$ cat src/rtl/ram_lsu_port_if.sv
`default_nettype none
// +---------------------------------------------------------------------------+
// | ram_lsu_port_if : core load/store request and RAM byte-lane bus bundle    |
// | Revision 1.0                                                              |
// +---------------------------------------------------------------------------+
interface ram_lsu_port_if #(
  parameter int ADDR_WIDTH = 32,
  parameter int DATA_WIDTH = 32
);
  logic                  req_i;
  logic                  we_i;
  logic [2:0]            funct3_i;
  logic [ADDR_WIDTH-1:0] addr_i;
  logic [DATA_WIDTH-1:0] wdata_i;
  logic                  ready_o;
  logic                  rsp_valid_o;
  logic                  rsp_err_o;
  logic [DATA_WIDTH-1:0] rdata_o;
  logic [3:0]            ram_wr_en_o;
  logic [ADDR_WIDTH-1:0] ram_wr_addr_o;
  logic [DATA_WIDTH-1:0] ram_wr_data_o;
  logic [ADDR_WIDTH-1:0] ram_rd_addr_o;
  logic [DATA_WIDTH-1:0] ram_rd_data_i;

  modport slave (
    input  req_i, we_i, funct3_i, addr_i, wdata_i, ram_rd_data_i,
    output ready_o, rsp_valid_o, rsp_err_o, rdata_o,
           ram_wr_en_o, ram_wr_addr_o, ram_wr_data_o, ram_rd_addr_o
  );

  modport master (
    output req_i, we_i, funct3_i, addr_i, wdata_i, ram_rd_data_i,
    input  ready_o, rsp_valid_o, rsp_err_o, rdata_o,
           ram_wr_en_o, ram_wr_addr_o, ram_wr_data_o, ram_rd_addr_o
  );
endinterface
`default_nettype wire

$ cat src/rtl/ram_lsu_port.sv
`default_nettype none
// +---------------------------------------------------------------------------+
// | ram_lsu_port : single-outstanding load/store initiator for byte-lane RAM  |
// | Revision 1.0                                                              |
// +---------------------------------------------------------------------------+
module ram_lsu_port #(
  parameter int                    ADDR_WIDTH     = 32,
  parameter int                    DATA_WIDTH     = 32,
  parameter int                    RAM_ADDR_WIDTH = 12,
  parameter logic [ADDR_WIDTH-1:0] RAM_BASE       = 32'h1000_0000
) (
  input  logic            clk,
  input  logic            rst_n,
  ram_lsu_port_if.slave   bus
);

  localparam logic [2:0] IDLE     = 3'd0;
  localparam logic [2:0] ST_RSP   = 3'd1;
  localparam logic [2:0] RD_ISSUE = 3'd2;
  localparam logic [2:0] RD_DATA  = 3'd3;
  localparam logic [2:0] RD_RSP   = 3'd4;
  localparam logic [2:0] ERR_RSP  = 3'd5;

  localparam logic [2:0] F3_B  = 3'b000;
  localparam logic [2:0] F3_H  = 3'b001;
  localparam logic [2:0] F3_W  = 3'b010;
  localparam logic [2:0] F3_BU = 3'b100;
  localparam logic [2:0] F3_HU = 3'b101;

  logic [2:0]            state, state_nxt;
  logic                  accept, in_range, aligned, f3_legal, req_ok;
  logic [3:0]            be, be_q, wr_en;
  logic [DATA_WIDTH-1:0] wdata_rep, shifted, load_ext;
  logic [1:0]            off_q;
  logic [2:0]            funct3_q;
  logic [ADDR_WIDTH-1:0] wr_addr, rd_addr;
  logic [DATA_WIDTH-1:0] wr_data, rdata;
  logic                  ready, rsp_valid, rsp_err;

  assign accept = bus.req_i && (state == IDLE);

  // Request qualification and store lane formatting, all from the live request.
  always_comb begin
    in_range = (bus.addr_i[ADDR_WIDTH-1:RAM_ADDR_WIDTH] == RAM_BASE[ADDR_WIDTH-1:RAM_ADDR_WIDTH]);
    aligned  = 1'b1;
    f3_legal = 1'b0;
    be       = 4'b1111;
    wdata_rep = bus.wdata_i;
    case (bus.funct3_i)
      F3_H, F3_HU: aligned = ~bus.addr_i[0];
      F3_W:        aligned = (bus.addr_i[1:0] == 2'b00);
      default:     aligned = 1'b1;
    endcase
    case (bus.funct3_i)
      F3_B, F3_H, F3_W: f3_legal = 1'b1;
      F3_BU, F3_HU:     f3_legal = ~bus.we_i;
      default:          f3_legal = 1'b0;
    endcase
    case (bus.funct3_i)
      F3_B: begin
        be        = 4'b0001 << bus.addr_i[1:0];
        wdata_rep = {4{bus.wdata_i[7:0]}};
      end
      F3_H: begin
        be        = 4'b0011 << bus.addr_i[1:0];
        wdata_rep = {2{bus.wdata_i[15:0]}};
      end
      default: begin
        be        = 4'b1111;
        wdata_rep = bus.wdata_i;
      end
    endcase
    req_ok = in_range && aligned && f3_legal;
  end

  assign shifted = bus.ram_rd_data_i >> {off_q, 3'b000};

  always_comb begin
    case (funct3_q)
      F3_B:    load_ext = {{24{shifted[7]}}, shifted[7:0]};
      F3_H:    load_ext = {{16{shifted[15]}}, shifted[15:0]};
      F3_BU:   load_ext = {24'd0, shifted[7:0]};
      F3_HU:   load_ext = {16'd0, shifted[15:0]};
      default: load_ext = shifted;
    endcase
  end

  always_ff @(posedge clk or negedge rst_n) begin
    if (!rst_n) state <= IDLE;
    else        state <= state_nxt;
  end

  always_comb begin
    state_nxt = state;
    case (state)
      IDLE: begin
        if (accept) begin
          if (!req_ok)        state_nxt = ERR_RSP;
          else if (bus.we_i)  state_nxt = ST_RSP;
          else                state_nxt = RD_ISSUE;
        end
      end
      RD_ISSUE: state_nxt = RD_DATA;
      RD_DATA:  state_nxt = RD_RSP;
      RD_RSP:   state_nxt = IDLE;
      ST_RSP:   state_nxt = IDLE;
      ERR_RSP:  state_nxt = IDLE;
      default:  state_nxt = IDLE;
    endcase
  end

  always_comb begin
    ready     = (state == IDLE);
    rsp_valid = (state == ST_RSP) || (state == RD_RSP) || (state == ERR_RSP);
    rsp_err   = (state == ERR_RSP);
    wr_en     = (state == ST_RSP) ? be_q : 4'b0000;
  end

  // Rejected requests touch none of the RAM-facing registers.
  always_ff @(posedge clk or negedge rst_n) begin
    if (!rst_n) begin
      off_q    <= 2'b00;
      funct3_q <= 3'b000;
      be_q     <= 4'b0000;
      wr_addr  <= '0;
      wr_data  <= '0;
      rd_addr  <= '0;
      rdata    <= '0;
    end else begin
      if (accept && req_ok) begin
        off_q    <= bus.addr_i[1:0];
        funct3_q <= bus.funct3_i;
        if (bus.we_i) begin
          be_q    <= be;
          wr_addr <= bus.addr_i;
          wr_data <= wdata_rep;
        end else begin
          rd_addr <= bus.addr_i;
        end
      end
      if (state == RD_DATA) rdata <= load_ext;
    end
  end

  assign bus.ready_o       = ready;
  assign bus.rsp_valid_o   = rsp_valid;
  assign bus.rsp_err_o     = rsp_err;
  assign bus.rdata_o       = rdata;
  assign bus.ram_wr_en_o   = wr_en;
  assign bus.ram_wr_addr_o = wr_addr;
  assign bus.ram_wr_data_o = wr_data;
  assign bus.ram_rd_addr_o = rd_addr;

endmodule
`default_nettype wire

$ cat src/flat_wrapper.sv
// flat-port wrapper written by rule: the top's interface ports become plain ports
module ram_lsu_port_flat 
#(
  parameter int                    ADDR_WIDTH     = 32,
  parameter int                    DATA_WIDTH     = 32,
  parameter int                    RAM_ADDR_WIDTH = 12,
  parameter logic [ADDR_WIDTH-1:0] RAM_BASE       = 32'h1000_0000
)
  (clk, rst_n, bus_req_i, bus_we_i, bus_funct3_i, bus_addr_i, bus_wdata_i, bus_ram_rd_data_i, bus_ready_o, bus_rsp_valid_o, bus_rsp_err_o, bus_rdata_o, bus_ram_wr_en_o, bus_ram_wr_addr_o, bus_ram_wr_data_o, bus_ram_rd_addr_o);
  ram_lsu_port_if #(.ADDR_WIDTH(ADDR_WIDTH), .DATA_WIDTH(DATA_WIDTH)) bus_i ();
  input  logic clk;
  input  logic rst_n;
  input wire logic [$bits(bus_i.req_i)-1:0] bus_req_i;
  input wire logic [$bits(bus_i.we_i)-1:0] bus_we_i;
  input wire logic [$bits(bus_i.funct3_i)-1:0] bus_funct3_i;
  input wire logic [$bits(bus_i.addr_i)-1:0] bus_addr_i;
  input wire logic [$bits(bus_i.wdata_i)-1:0] bus_wdata_i;
  input wire logic [$bits(bus_i.ram_rd_data_i)-1:0] bus_ram_rd_data_i;
  output wire logic [$bits(bus_i.ready_o)-1:0] bus_ready_o;
  output wire logic [$bits(bus_i.rsp_valid_o)-1:0] bus_rsp_valid_o;
  output wire logic [$bits(bus_i.rsp_err_o)-1:0] bus_rsp_err_o;
  output wire logic [$bits(bus_i.rdata_o)-1:0] bus_rdata_o;
  output wire logic [$bits(bus_i.ram_wr_en_o)-1:0] bus_ram_wr_en_o;
  output wire logic [$bits(bus_i.ram_wr_addr_o)-1:0] bus_ram_wr_addr_o;
  output wire logic [$bits(bus_i.ram_wr_data_o)-1:0] bus_ram_wr_data_o;
  output wire logic [$bits(bus_i.ram_rd_addr_o)-1:0] bus_ram_rd_addr_o;
  assign bus_i.req_i = bus_req_i;
  assign bus_i.we_i = bus_we_i;
  assign bus_i.funct3_i = bus_funct3_i;
  assign bus_i.addr_i = bus_addr_i;
  assign bus_i.wdata_i = bus_wdata_i;
  assign bus_i.ram_rd_data_i = bus_ram_rd_data_i;
  assign bus_ready_o = bus_i.ready_o;
  assign bus_rsp_valid_o = bus_i.rsp_valid_o;
  assign bus_rsp_err_o = bus_i.rsp_err_o;
  assign bus_rdata_o = bus_i.rdata_o;
  assign bus_ram_wr_en_o = bus_i.ram_wr_en_o;
  assign bus_ram_wr_addr_o = bus_i.ram_wr_addr_o;
  assign bus_ram_wr_data_o = bus_i.ram_wr_data_o;
  assign bus_ram_rd_addr_o = bus_i.ram_rd_addr_o;
  ram_lsu_port #(.ADDR_WIDTH(ADDR_WIDTH), .DATA_WIDTH(DATA_WIDTH), .RAM_ADDR_WIDTH(RAM_ADDR_WIDTH), .RAM_BASE(RAM_BASE)) u_core (.clk(clk), .rst_n(rst_n), .bus(bus_i));
endmodule
$ cat config.mk
export PLATFORM = sky130hd
export DESIGN_NAME = ram_lsu_port_flat
export DESIGN_NICKNAME = d
export VERILOG_FILES = /design/src/rtl/ram_lsu_port_if.sv /design/src/rtl/ram_lsu_port.sv /design/src/flat_wrapper.sv
export SDC_FILE = /design/constraint.sdc
export NUM_CORES = 1
export LEC_CHECK = 0
export ABC_AREA = 1
export BUFFER_PORTS_ARGS = -buffer_cell sky130_fd_sc_hd__buf_2
export CAP_MARGIN = 30
export CORE_ASPECT_RATIO = 1.4
export CORE_UTILIZATION = 51
export DETAILED_ROUTE_END_ITERATION = 8
export PLACE_DENSITY = 0.9
export SYNTH_ARGS = -nofsm -noshare
export SYNTH_HDL_FRONTEND = slang
export SYNTH_SLANG_ARGS = --single-unit
$ cat constraint.sdc
create_clock -name clk -period 1.9 [get_ports clk]
set_clock_uncertainty 0.2 [all_clocks]
set_input_delay 0.19 -clock clk [delete_from_list [all_inputs] [get_ports clk]]
set_output_delay 0.19 -clock clk [all_outputs]
set_load 0.02 [all_outputs]
==> metrics.md, run 1 <==
| Metric | Value |
|---|---|
| Setup TNS | 0 ns |
| Area of the multi-input gates | 2640 um^2 |
| Met2 wire length | 12.0 mm |
| WHS Path Cells | 5 |
| Crit. End Element | flop |
| Reg2reg end | u_core.bus.rdata_o[24] |
| Commonest non-fill, non-tap cell in the layout | nand2_1 |
| Num Clock Sinks | 140 |
| Die height | 139 um |
| R2r startpoint | u_core.state[1] |
| Initial Util | 52.7% |
| Largest net degree at the start of global routing | 69 |
| Syn_area_per_cell | 7.77 um^2 |
| Vias/cell | 5.57 |
| Sequential Area | 3510 um^2 |
| Largest vdd supply drop | 0.602 mV |
| Compound-Gate Fraction of Synth Area | 6.15% |
| Mux contribution to synthesized area | 0% |
| Port Buffers | 237 |
| Largest family of logic cells by synthesized area | simple AND/OR/NAND/NOR gates |
| Final period util | 97.1% |
| CTS tree | built |
| Pwr Density | 764 nW/um^2 |
| Least-Margin Pin Slew | 0.502 ns |
| Core Area | 13000 um^2 |
| Initial drt markers | 421 |
| DR WL/cell | 17.6 um |
| Worst EP required | 2.05 ns |
| #FFs+latches synth | 140 |
| HP Class | in -> reg |
| Global-route wire length before repair | 35.1 mm |
| Root buffer cell | clkbuf_16 |
| Status | finished, final reports clean |
| LEAKAGE | 0.00595 uW |
| Simple-Gate Fraction of Synth Area | 31.9% |
| Filler Cell Count | 922 |
| Initial antenna violation count | 0 |
| Yosys warns | 0 |
| Maximum fanout along the worst path | 8 |
| Die width | 100 um |
| Synth-to-layout area growth | 43.3% |
| Max frequency | 542 MHz |
| Cells on worst reg2reg path | 8 |
| Via Count | 7700 |
| Number of routed nets with antenna violations | 0 |
| Synthesized Nets | 985 |
| Highest metal used | met4 |
| Ratio of cells with drive above 1 in the final layout | 30.1% |
| Post-synthesis instance area | 6860 um^2 |
| Max_cap viols | 0 |
| Most frequent cells in the layout | nand2_1 (329), buf_2 (234), dfrtp_1 (138) |
| Die footprint | 13900 um^2 |
| # diodes | 0 |
| Worst-Skew Late Latency | 0.41 ns |
| Post-Synth Adder-Cell Area | 0% |
| Io pins | 238 |
| Hold Startpoint | bus_wdata_i[30] |
| First-pass iteration count of the detailed router | 7 |
| Mapped Cells | 882 |
| Startpoint types | input port |
| Design Power | 7510 uW |
| Vias in the first global route | 7464 |
| Minimum clock period | 1.84 ns |
| DRC errors left | 0 |
| Register area share after synthesis | 51.1% |
| Crit path arrival time | 1.99 ns |
| Hold Path Sink | u_core.bus.ram_wr_data_o[30] |
| Clock transition at path regs | 0.06 ns |
| Total Routing Usage GR | 31.9% |
| DP HPWL | 14.0 mm |
| Final wirelength | 24.3 mm |
| Final hold vios | 0 |
| Kind of critical path | in -> reg |
| Max-slew violations | 0 |
| Cts bufs inserted | 17 |
| Final Setup Violations | 0 |
| # nets final | 1296 |
| Non-Filler Instances | 1383 |
| Cells after DPL | 1270 |
| GPL Wtd Cong | 0.876 |
| Yosys cell types | 27 |
| Clock buffer depth | 2 |
| Xor/xnor share of the synthesized area | 0% |
| Slew HR | 66.5% |
| WL met1 | 7.94 mm |
| Met3 Wirelength | 2.33 mm |
| Hold Worst Slack | 0.0137 ns |
| Global route overflow | 0 |
| Rows | 49 |
| Max H-tree Level | 4 |
| Reg2Reg Setup Slack | 0.08 ns |
per-layer routing:
layer  global-route usage, %  vias to the layer above
met3                    6.96                      179
met5                       0                        -
met1                    34.4                     3521
met2                    55.7                      569
met4                    20.7                        0
li1                        -                     3431
cells by family after synthesis:
kind of cell | Yosys count
compound gates | 77
buf+inv | 168
flops | 140
simple gates | 497
worst max-delay path: stages:
cell and delay, ns:
dlygate4sd3_1 0.56, buf_2 0.18, o21ai_2 0.06, nand2_1 0.09, nand2_4 0.12, inv_2 0.10
nor2_8 0.25, clkbuf_16 0.22, nand4_1 0.12, nand2_1 0.10
stage by stage:
stage / area, um^2 / util [%] / worst slack [ns]
6_report: 9820 / 75.6 / 0.0552
5_1_grt: 9820 / 75.6 / -0.0272
4_1_cts: 9440 / 72.6 / 0.00792
3_5_place_dp: 8260 / 63.6 / 0.0344
3_3_place_gp: 8260 / 63.6 / 0.141
2_1_floorplan: 6860 / - / 0.244
what timing repair did:
action                                 CTS  global route
hold buffers                            58             0
setup endpoints to repair                0           111
endpoints found under the hold margin  203             0
buffers inserted                         0            10
gates resized for setup                  0            21
worst max-delay path by stage:
stage / from / endpoint / depth (start not counted)
3_3_place_gp: bus_funct3_i[2] / u_core.bus.ram_wr_data_o[12] / 11
2_1_floorplan: u_core.off_q[1] / u_core.bus.rdata_o[22] / 9
3_5_place_dp: u_core.state[0] / u_core.bus.ram_rd_addr_o[8] / 7
5_1_grt: bus_we_i / u_core.bus.ram_wr_addr_o[5] / 11
4_1_cts: u_core.state[0] / u_core.bus.ram_rd_addr_o[4] / 7
6_report: bus_addr_i[1] / u_core.bus.ram_rd_addr_o[9] / 10
synth_stat cells:
library cell  number  share of area [%]
nor2_2             1              0.091
a21oi_1           11               0.80
nand3_1           62                4.5
nand4_4            1               0.31
o21a_1             1               0.11
clkbuf_1          20                1.1
nand4_1           62                5.7
o21ai_0           48                3.5
o21ai_2            2               0.26
a31oi_1            9               0.82
nor2_1            29                1.6
nor3_1             2               0.15
nor2_4             3               0.49
buf_6             10                1.6
o211ai_1           6               0.66
inv_2             19                1.0
nand2_1          331                 18
buf_2             21                1.5
nand2_2            2               0.18
buf_1              1              0.055
nand4_2            1               0.18
inv_1             94                5.1
dfrtp_1          140                 51
nand2_4            1               0.16
nand3_2            1               0.15
buf_4              3               0.33
nor2_8             1               0.29
state kept, by name, summed over array words and instances (netlist names):
name,cells
u_core.funct3_q,3
u_core.be_q,4
u_core.bus.ram_wr_addr_o,32
u_core.state,3
u_core.bus.ram_wr_data_o,32
u_core.bus.ram_rd_addr_o,32
u_core.off_q,2
u_core.bus.rdata_o,32
power by group:
group | internal, uW | total [uW] | switching (uW)
combinational | 423 | 1080 | 655
clock | 2000 | 3400 | 1400
sequential | 3000 | 3030 | 27.9
final cells by class:
| class | count | share of cell area (%) |
|---|---|---|
| sequential | 140 | 35.7 |
| multi-input combinational | 574 | 26.9 |
| timing repair buffer | 346 | 24.7 |
| clock buffer | 18 | 4.47 |
| inverter | 113 | 4.36 |
| tap | 178 | 2.27 |
| clock inverter | 13 | 1.60 |
| timing repair inverter | 1 | 0.0764 |
Note: power is estimated with default switching activity, not from simulation.
==> run 2: changes to the inputs <==
CORE_UTILIZATION = 30   (was 51)
PLACE_DENSITY = 0.63   (was 0.9)
clock period = 1.5 ns   (was 1.9 ns; I/O delays follow)
==> run 2 against run 1 <==
The run now ends with negative hold slack, negative setup slack left. Sequential power rose by 26%. Cell count rose by 15%. Clock power rose by 26%. Largest power group unchanged. Setup slack got worse by 0.32 ns. Count of clock-buffer cells in the layout fell by 1. Via count fell by 1.6%. First-iteration DRC count fell by 3.3%. Combinational power rose by 85%. Sequential share of layout area fell by 5.9 points. Utilization fell by 23 points. Routed wire length rose by 4.5%.
==> metrics.md, run 2 (synthesis gave the netlist of run 1 again) <==
| Metric | Value |
|---|---|
| CTS Hold Bufs | 78 (+34%) |
| Die height | 181 um (+30%) |
| Crit path arrival time | 1.86 ns (-0.13 ns) |
| Max_cap viols | 0 (unchanged) |
| Minimum clock period | 1.76 ns |
| First-pass iteration count of the detailed router | 6 (-1) |
| # nets final | 1376 (+6.2%) |
| DR WL/cell | 16.0 um (-9.0%) |
| CP delay by family, top | simple AND/OR/NAND/NOR gates |
| Sequential Area | 3510 um^2 (unchanged) |
| Global route overflow | 0 (unchanged) |
| Clock transition at path regs | 0.07 ns (about the same) |
| Port Buffers | 237 (unchanged) |
| Violated checks | negative hold slack, negative setup slack |
| HP Class | in -> async |
| Worst-Skew Late Latency | 0.42 ns (about the same) |
| Final Setup Violations | 141 (+141) |
| Kind of critical path | reg -> reg |
| Filler Cell Count | 2000 (+120%) |
| Global-route wire length before repair | 37.2 mm (+6.0%) |
| Number of routed nets with antenna violations | 0 (unchanged) |
| Final wirelength | 25.4 mm (+4.5%) |
| Crit. End Element | flop |
| Slew HR | 77.8% (+11 points) |
| Root buffer cell | clkbuf_16 |
| Hold Worst Slack | -0.0187 ns (-0.0324 ns) |
| DP HPWL | 15.8 mm (+13%) |
| Met2 wire length | 13.5 mm (+12%) |
| WL met1 | 9.34 mm (+18%) |
| Num Clock Sinks | 140 (unchanged) |
| Initial drt markers | 407 (-3.3%) |
| Ratio of cells with drive above 1 in the final layout | 46.2% (+16 points) |
| Met3 Wirelength | 1.76 mm (-24%) |
| Final period util | 117% |
| Die width | 130 um (+30%) |
| Setup TNS | -25.88 ns (-25.88 ns) |
| Least-Margin Pin Slew | 0.332 ns (-0.170 ns) |
| Clock buffer depth | 2 (unchanged) |
| Startpoint types | flop |
| Io pins | 238 (unchanged) |
| Largest net degree at the start of global routing | 38 (-45%) |
| Largest vdd supply drop | 0.785 mV (+30%) |
| Highest metal used | met5 |
| Unrepaired setup endpoints after global routing | yes |
| Most frequent cells in the layout | nand2_1 (232), buf_2 (229), dfrtp_1 (138) |
| Cells on worst reg2reg path | 8 (unchanged) |
| Final hold vios | 21 (+21) |
| Die footprint | 23500 um^2 (+69%) |
| Buffers and inverters on the worst path | 2 (-2) |
| Status | complete, but fails checks |
| Cts bufs inserted | 17 (unchanged) |
| Reg2Reg Setup Slack | -0.26 ns (-0.34 ns) |
| Initial Util | 30.5% (-22 points) |
| Area of the multi-input gates | 3400 um^2 (+29%) |
| LEAKAGE | 0.00655 uW (+10%) |
| Worst EP required | 1.60 ns (-0.45 ns) |
| GPL Wtd Cong | 0.828 (-5.5%) |
| Total Routing Usage GR | 20.5% (-11 points) |
| Reg2reg end | u_core.bus.ram_rd_addr_o[3] |
| R2r startpoint | u_core.state[0] |
| Max frequency | 568 MHz |
| Crit path top cell by count | nand2_2 |
| Max H-tree Level | 4 (unchanged) |
| Final WS setup | -0.261 ns (-0.316 ns) |
| Vias in the first global route | 7243 (-3.0%) |
| CP max stage cell | dfrtp_1 |
| CTS tree | built |
| Commonest non-fill, non-tap cell in the layout | nand2_1 |
| Maximum fanout along the worst path | 7 (-1) |
| Pwr Density | 858 nW/um^2 (+12%) |
| Crit path from | u_core.state[0] |
| CP max stage delay | 0.40 ns (-0.16 ns) |
| Vias/cell | 4.77 (-14%) |
| Core Area | 22400 um^2 (+73%) |
| DRC errors left | 0 (unchanged) |
| Max-slew violations | 0 (unchanged) |
| Initial antenna violation count | 2 (+2) |
| Synth-to-layout area growth | 71.7% |
| Rows | 65 (+33%) |
| Crit-path cells | nor2_2 -> nand2_2 -> nor2_4 -> nand4_1 -> buf_6 -> clkbuf_16 -> nand2_2 -> nand2_1 |
| Via Count | 7577 (-1.6%) |
==> run 2: worst max-delay path by stage <==
stage                              endpoint  slack, ns  cells after the start
2_1_floorplan  u_core.bus.ram_wr_addr_o[12]      -0.09                      8
3_3_place_gp    u_core.bus.ram_wr_data_o[6]      -0.24                     11
3_5_place_dp    u_core.bus.ram_wr_data_o[6]      -0.28                     11
4_1_cts                  bus_ram_wr_en_o[2]      -0.23                      5
5_1_grt         u_core.bus.ram_rd_addr_o[3]      -0.31                      8
6_report        u_core.bus.ram_rd_addr_o[3]      -0.26                      8
==> run 2: per-layer routing <==
layer  up-vias  global-route usage (%)
met5         -                       0
met4         2                    8.74
met3        61                    5.06
met2       337                    36.7
met1      3578                    22.5
li1       3599                       -
==> run 2: power by group <==
part / internal (uW) / total, uW / switching, uW / leakage [uW]
clock network: 2380 / 4280 / 1900 / 0.000294
registers: 3800 / 3820 / 18.4 / 0.00189
logic: 1010 / 2000 / 989 / 0.00436
==> run 2: layout make-up <==
cell class	count	share of cell area, %
Clock inverter	15	1.47
Sequential cell	140	29.8
Multi-Input combinational cell	574	28.9
Clock buffer	17	3.61
Tap cell	301	3.20
Timing Repair Buffer	426	29.2
Antenna cell	1	0.0213
Timing Repair inverter	1	0.0532
Inverter	113	3.71
==> run 2: repair_timing <==
| item | in CTS | in global routing |
|---|---|---|
| pin swaps | 45 | 37 |
| endpoints found under the hold margin | 227 | 25 |
| setup endpoints to repair | 136 | 144 |
| cloned | 9 | 10 |
| setup buffers | 23 | 6 |
| gates resized for setup | 141 | 148 |
==> run 2: per-stage QoR <==
step           instances  utilization [%]  setup slack [ns]  power (uW)  instance area [um^2]
2_1_floorplan        882                -           -0.0910        4490                  6970
3_3_place_gp        1434             39.6            -0.242        5120                  8880
3_5_place_dp        1434             39.6            -0.278        5130                  8880
4_1_cts             1575             49.3            -0.230        9920                 11100
5_1_grt             1588             52.4            -0.305       10500                 11800
6_report            1588             52.4            -0.261       10100                 11800
==> run 3: changes to the inputs <==
CORE_MARGIN = 4   (was not set)
SKIP_CTS_REPAIR_TIMING = 1   (was not set)
==> run 3 against run 2 <==
The flow still finishes with violations (negative hold slack, negative setup slack). Flip-flop and latch count stayed put. Die area rose by 8.1%. Register-to-register slack got worse by 0.04 ns. Sequential share of layout area grew 2.1 points. Non-clock buffer count shrank 28. Via count is 2.6% lower. Combinational power decreased by 15%. Cell count decreased by 1.9%. Cell area down 6.5%. Sequential power is essentially flat. Critical path type unchanged.
==> metrics.md, run 3 (synthesis gave the netlist of run 1 again) <==
| Metric | Value |
|---|---|
| Maximum fanout along the worst path | 8 (+1) |
| Io pins | 238 (unchanged) |
| Hold Path Sink | u_core.funct3_q[0] |
| LEAKAGE | 0.00630 uW (-3.8%) |
| Clock transition at path regs | 0.06 ns (about the same) |
| Largest vdd supply drop | 0.790 mV (+0.67%) |
| Hold Startpoint | bus_funct3_i[0] |
| Global-route wire length before repair | 35.3 mm (-5.1%) |
| Dpl ws | -0.251 ns (+0.0274 ns) |
| Least-Margin Pin Slew | 0.408 ns (+0.0764 ns) |
| DP HPWL | 16.7 mm (+5.6%) |
| WHS Path Cells | 4 |
| Vias in the first global route | 6671 (-7.9%) |
| # diodes | 0 (-1) |
| Violated checks | negative hold slack, negative setup slack |
| GPL Wtd Cong | 0.845 (+2.1%) |
| Clock Power Share | 44.1% (+1.7 points) |
| Worst EP required | 1.61 ns (about the same) |
| Cells after DPL | 1439 (+0.35%) |
| CTS tree | built |
| DR WL/cell | 16.3 um (+1.6%) |
| Vias/cell | 4.74 (-0.74%) |
| Startpoint types | flop |
| Final wirelength | 25.3 mm (-0.35%) |
| Clock buffer depth | 2 (unchanged) |
| Via Count | 7379 (-2.6%) |
| Initial antenna violation count | 2 (unchanged) |
| Unrepaired setup endpoints after global routing | yes |
| Cells on worst reg2reg path | 8 (unchanged) |
| Minimum clock period | 1.80 ns (+0.0380 ns) |
| Reg2reg end | u_core.bus.ram_rd_addr_o[6] |
| Final WS setup | -0.299 ns (-0.0380 ns) |
| DRC errors left | 0 (unchanged) |
| Rows | 65 (unchanged) |
| Die width | 136 um (+4.6%) |
| # nets final | 1347 (-2.1%) |
| Crit path from | u_core.state[0] |
| Root buffer cell | clkbuf_16 |
| Final period util | 120% (+2.5 points) |
| Port Buffers | 237 (unchanged) |
| Crit. End Element | flop |
| Die footprint | 25400 um^2 (+8.1%) |
| Setup TNS | -28.38 ns (-2.51 ns) |
| First-pass iteration count of the detailed router | 5 (-1) |
| Worst-Skew Late Latency | 0.42 ns (about the same) |
| Num Clock Sinks | 140 (unchanged) |
| Hold Worst Slack | -0.0167 ns (+0.00198 ns) |
| Total Routing Usage GR | 17.7% (-2.8 points) |
| Die height | 187 um (+3.3%) |
| Max-slew violations | 0 (unchanged) |
| Reg2Reg Setup Slack | -0.30 ns (-0.04 ns) |
| Int Pwr | 7210 uW (+0.26%) |
| Commonest non-fill, non-tap cell in the layout | nand2_1 |
| Pwr Density | 897 nW/um^2 (+4.5%) |
| Ratio of cells with drive above 1 in the final layout | 40.8% (-5.4 points) |
| Initial drt markers | 379 (-6.9%) |
| Core Area | 22500 um^2 (+0.36%) |
| Final Setup Violations | 141 (unchanged) |
| Kind of critical path | reg -> reg |
| Non-Filler Instances | 1558 (-1.9%) |
| Initial Util | 30.4% (-0.11 points) |
| HP Class | in -> reg |
| Reg power frac | 38.8% (+1.0 points) |
| Max H-tree Level | 4 (unchanged) |
| Status | complete, but fails checks |
| Largest net degree at the start of global routing | 57 (+50%) |
| Number of routed nets with antenna violations | 0 (unchanged) |
| P_sw | 2660 uW (-8.7%) |
| Max frequency | 556 MHz (-2.1%) |
| R2r startpoint | u_core.state[0] |
| Cts bufs inserted | 17 (unchanged) |
| Final hold vios | 24 (+14%) |
| Comb pwr share | 17.1% (-2.7 points) |
| Max_cap viols | 0 (unchanged) |
| Net Sw Frac | 26.9% (-1.9 points) |
| Synth-to-layout area growth | 60.5% |
| Crit path arrival time | 1.91 ns (+0.05 ns) |
| Slew HR | 72.8% (-5.0 points) |
| Global route overflow | 0 (unchanged) |
| Most frequent cells in the layout | nand2_1 (281), buf_2 (229), dfrtp_1 (138) |
run 3: cell count changes in the layout (fill, tap and decap cells not counted), moves of 4 or more:
cell           delta
nand2_2          -33
buf_12            -6
nand2_4          -16
buf_6             -4
nand2_1          +49
buf_16            -5
dlygate4sd3_1     -9
inv_6             -6
o21ai_1           +9
a31oi_4           -4
o21ai_0           -7
run 3: stage by stage:
| step | total power, uW | cell area, um^2 | util [%] |
|---|---|---|---|
| after floorplan | 4490 | 6970 | - |
| after global placement | 5140 | 8840 | 39.3 |
| after detailed placement | 5140 | 8840 | 39.3 |
| after CTS | 9510 | 9440 | 41.9 |
| after global routing | 10300 | 11000 | 48.8 |
| final | 9860 | 11000 | 48.8 |
run 3: critical path, stage by stage, from the launching register on:
cell       delay, ns
dfrtp_1         0.42
nor2_2          0.17
nand2_2         0.10
nor2_4          0.20
nand4_1         0.14
buf_6           0.17
clkbuf_16       0.18
nand2_2         0.06
nand2_1         0.04
run 3: layer usage:
metal	vias to the layer above	track usage [%]	part of all wire, %
li1	3536	-	-
met1	3472	20.8	37
met2	303	30.4	52
met3	64	4.82	6.8
met4	4	6.71	3.7
met5	-	0	0.083
run 3: power by group through the flow:
stage	logic [uW]	clock network, uW	registers [uW]
6_report	1690	4350	3830
4_1_cts	1260	4430	3830
3_3_place_gp	1240	0	3900
5_1_grt	1830	4600	3830
3_5_place_dp	1250	0	3900
2_1_floorplan	591	0	3900
run 3: cell type report:
| cell class | instances | area [um^2] |
|---|---|---|
| flip-flops and latches | 140 | 3510 |
| clock buffers | 19 | 433 |
| repair buffers | 398 | 2960 |
| clock inverters | 13 | 165 |
| fillers | 2097 | 11500 |
| inverters | 113 | 432 |
| multi-input cells | 574 | 3130 |
| well taps | 301 | 377 |
run 3: how the worst max path moves through the flow:
stage                                   end  slack [ns]  depth (start not counted)
2_1_floorplan  u_core.bus.ram_wr_addr_o[12]       -0.09                          8
3_3_place_gp    u_core.bus.ram_rd_addr_o[5]       -0.25                         10
3_5_place_dp   u_core.bus.ram_wr_data_o[30]       -0.25                         11
4_1_cts                  bus_ram_wr_en_o[0]       -0.45                          5
5_1_grt         u_core.bus.ram_rd_addr_o[6]       -0.36                          8
6_report        u_core.bus.ram_rd_addr_o[6]       -0.30                          8
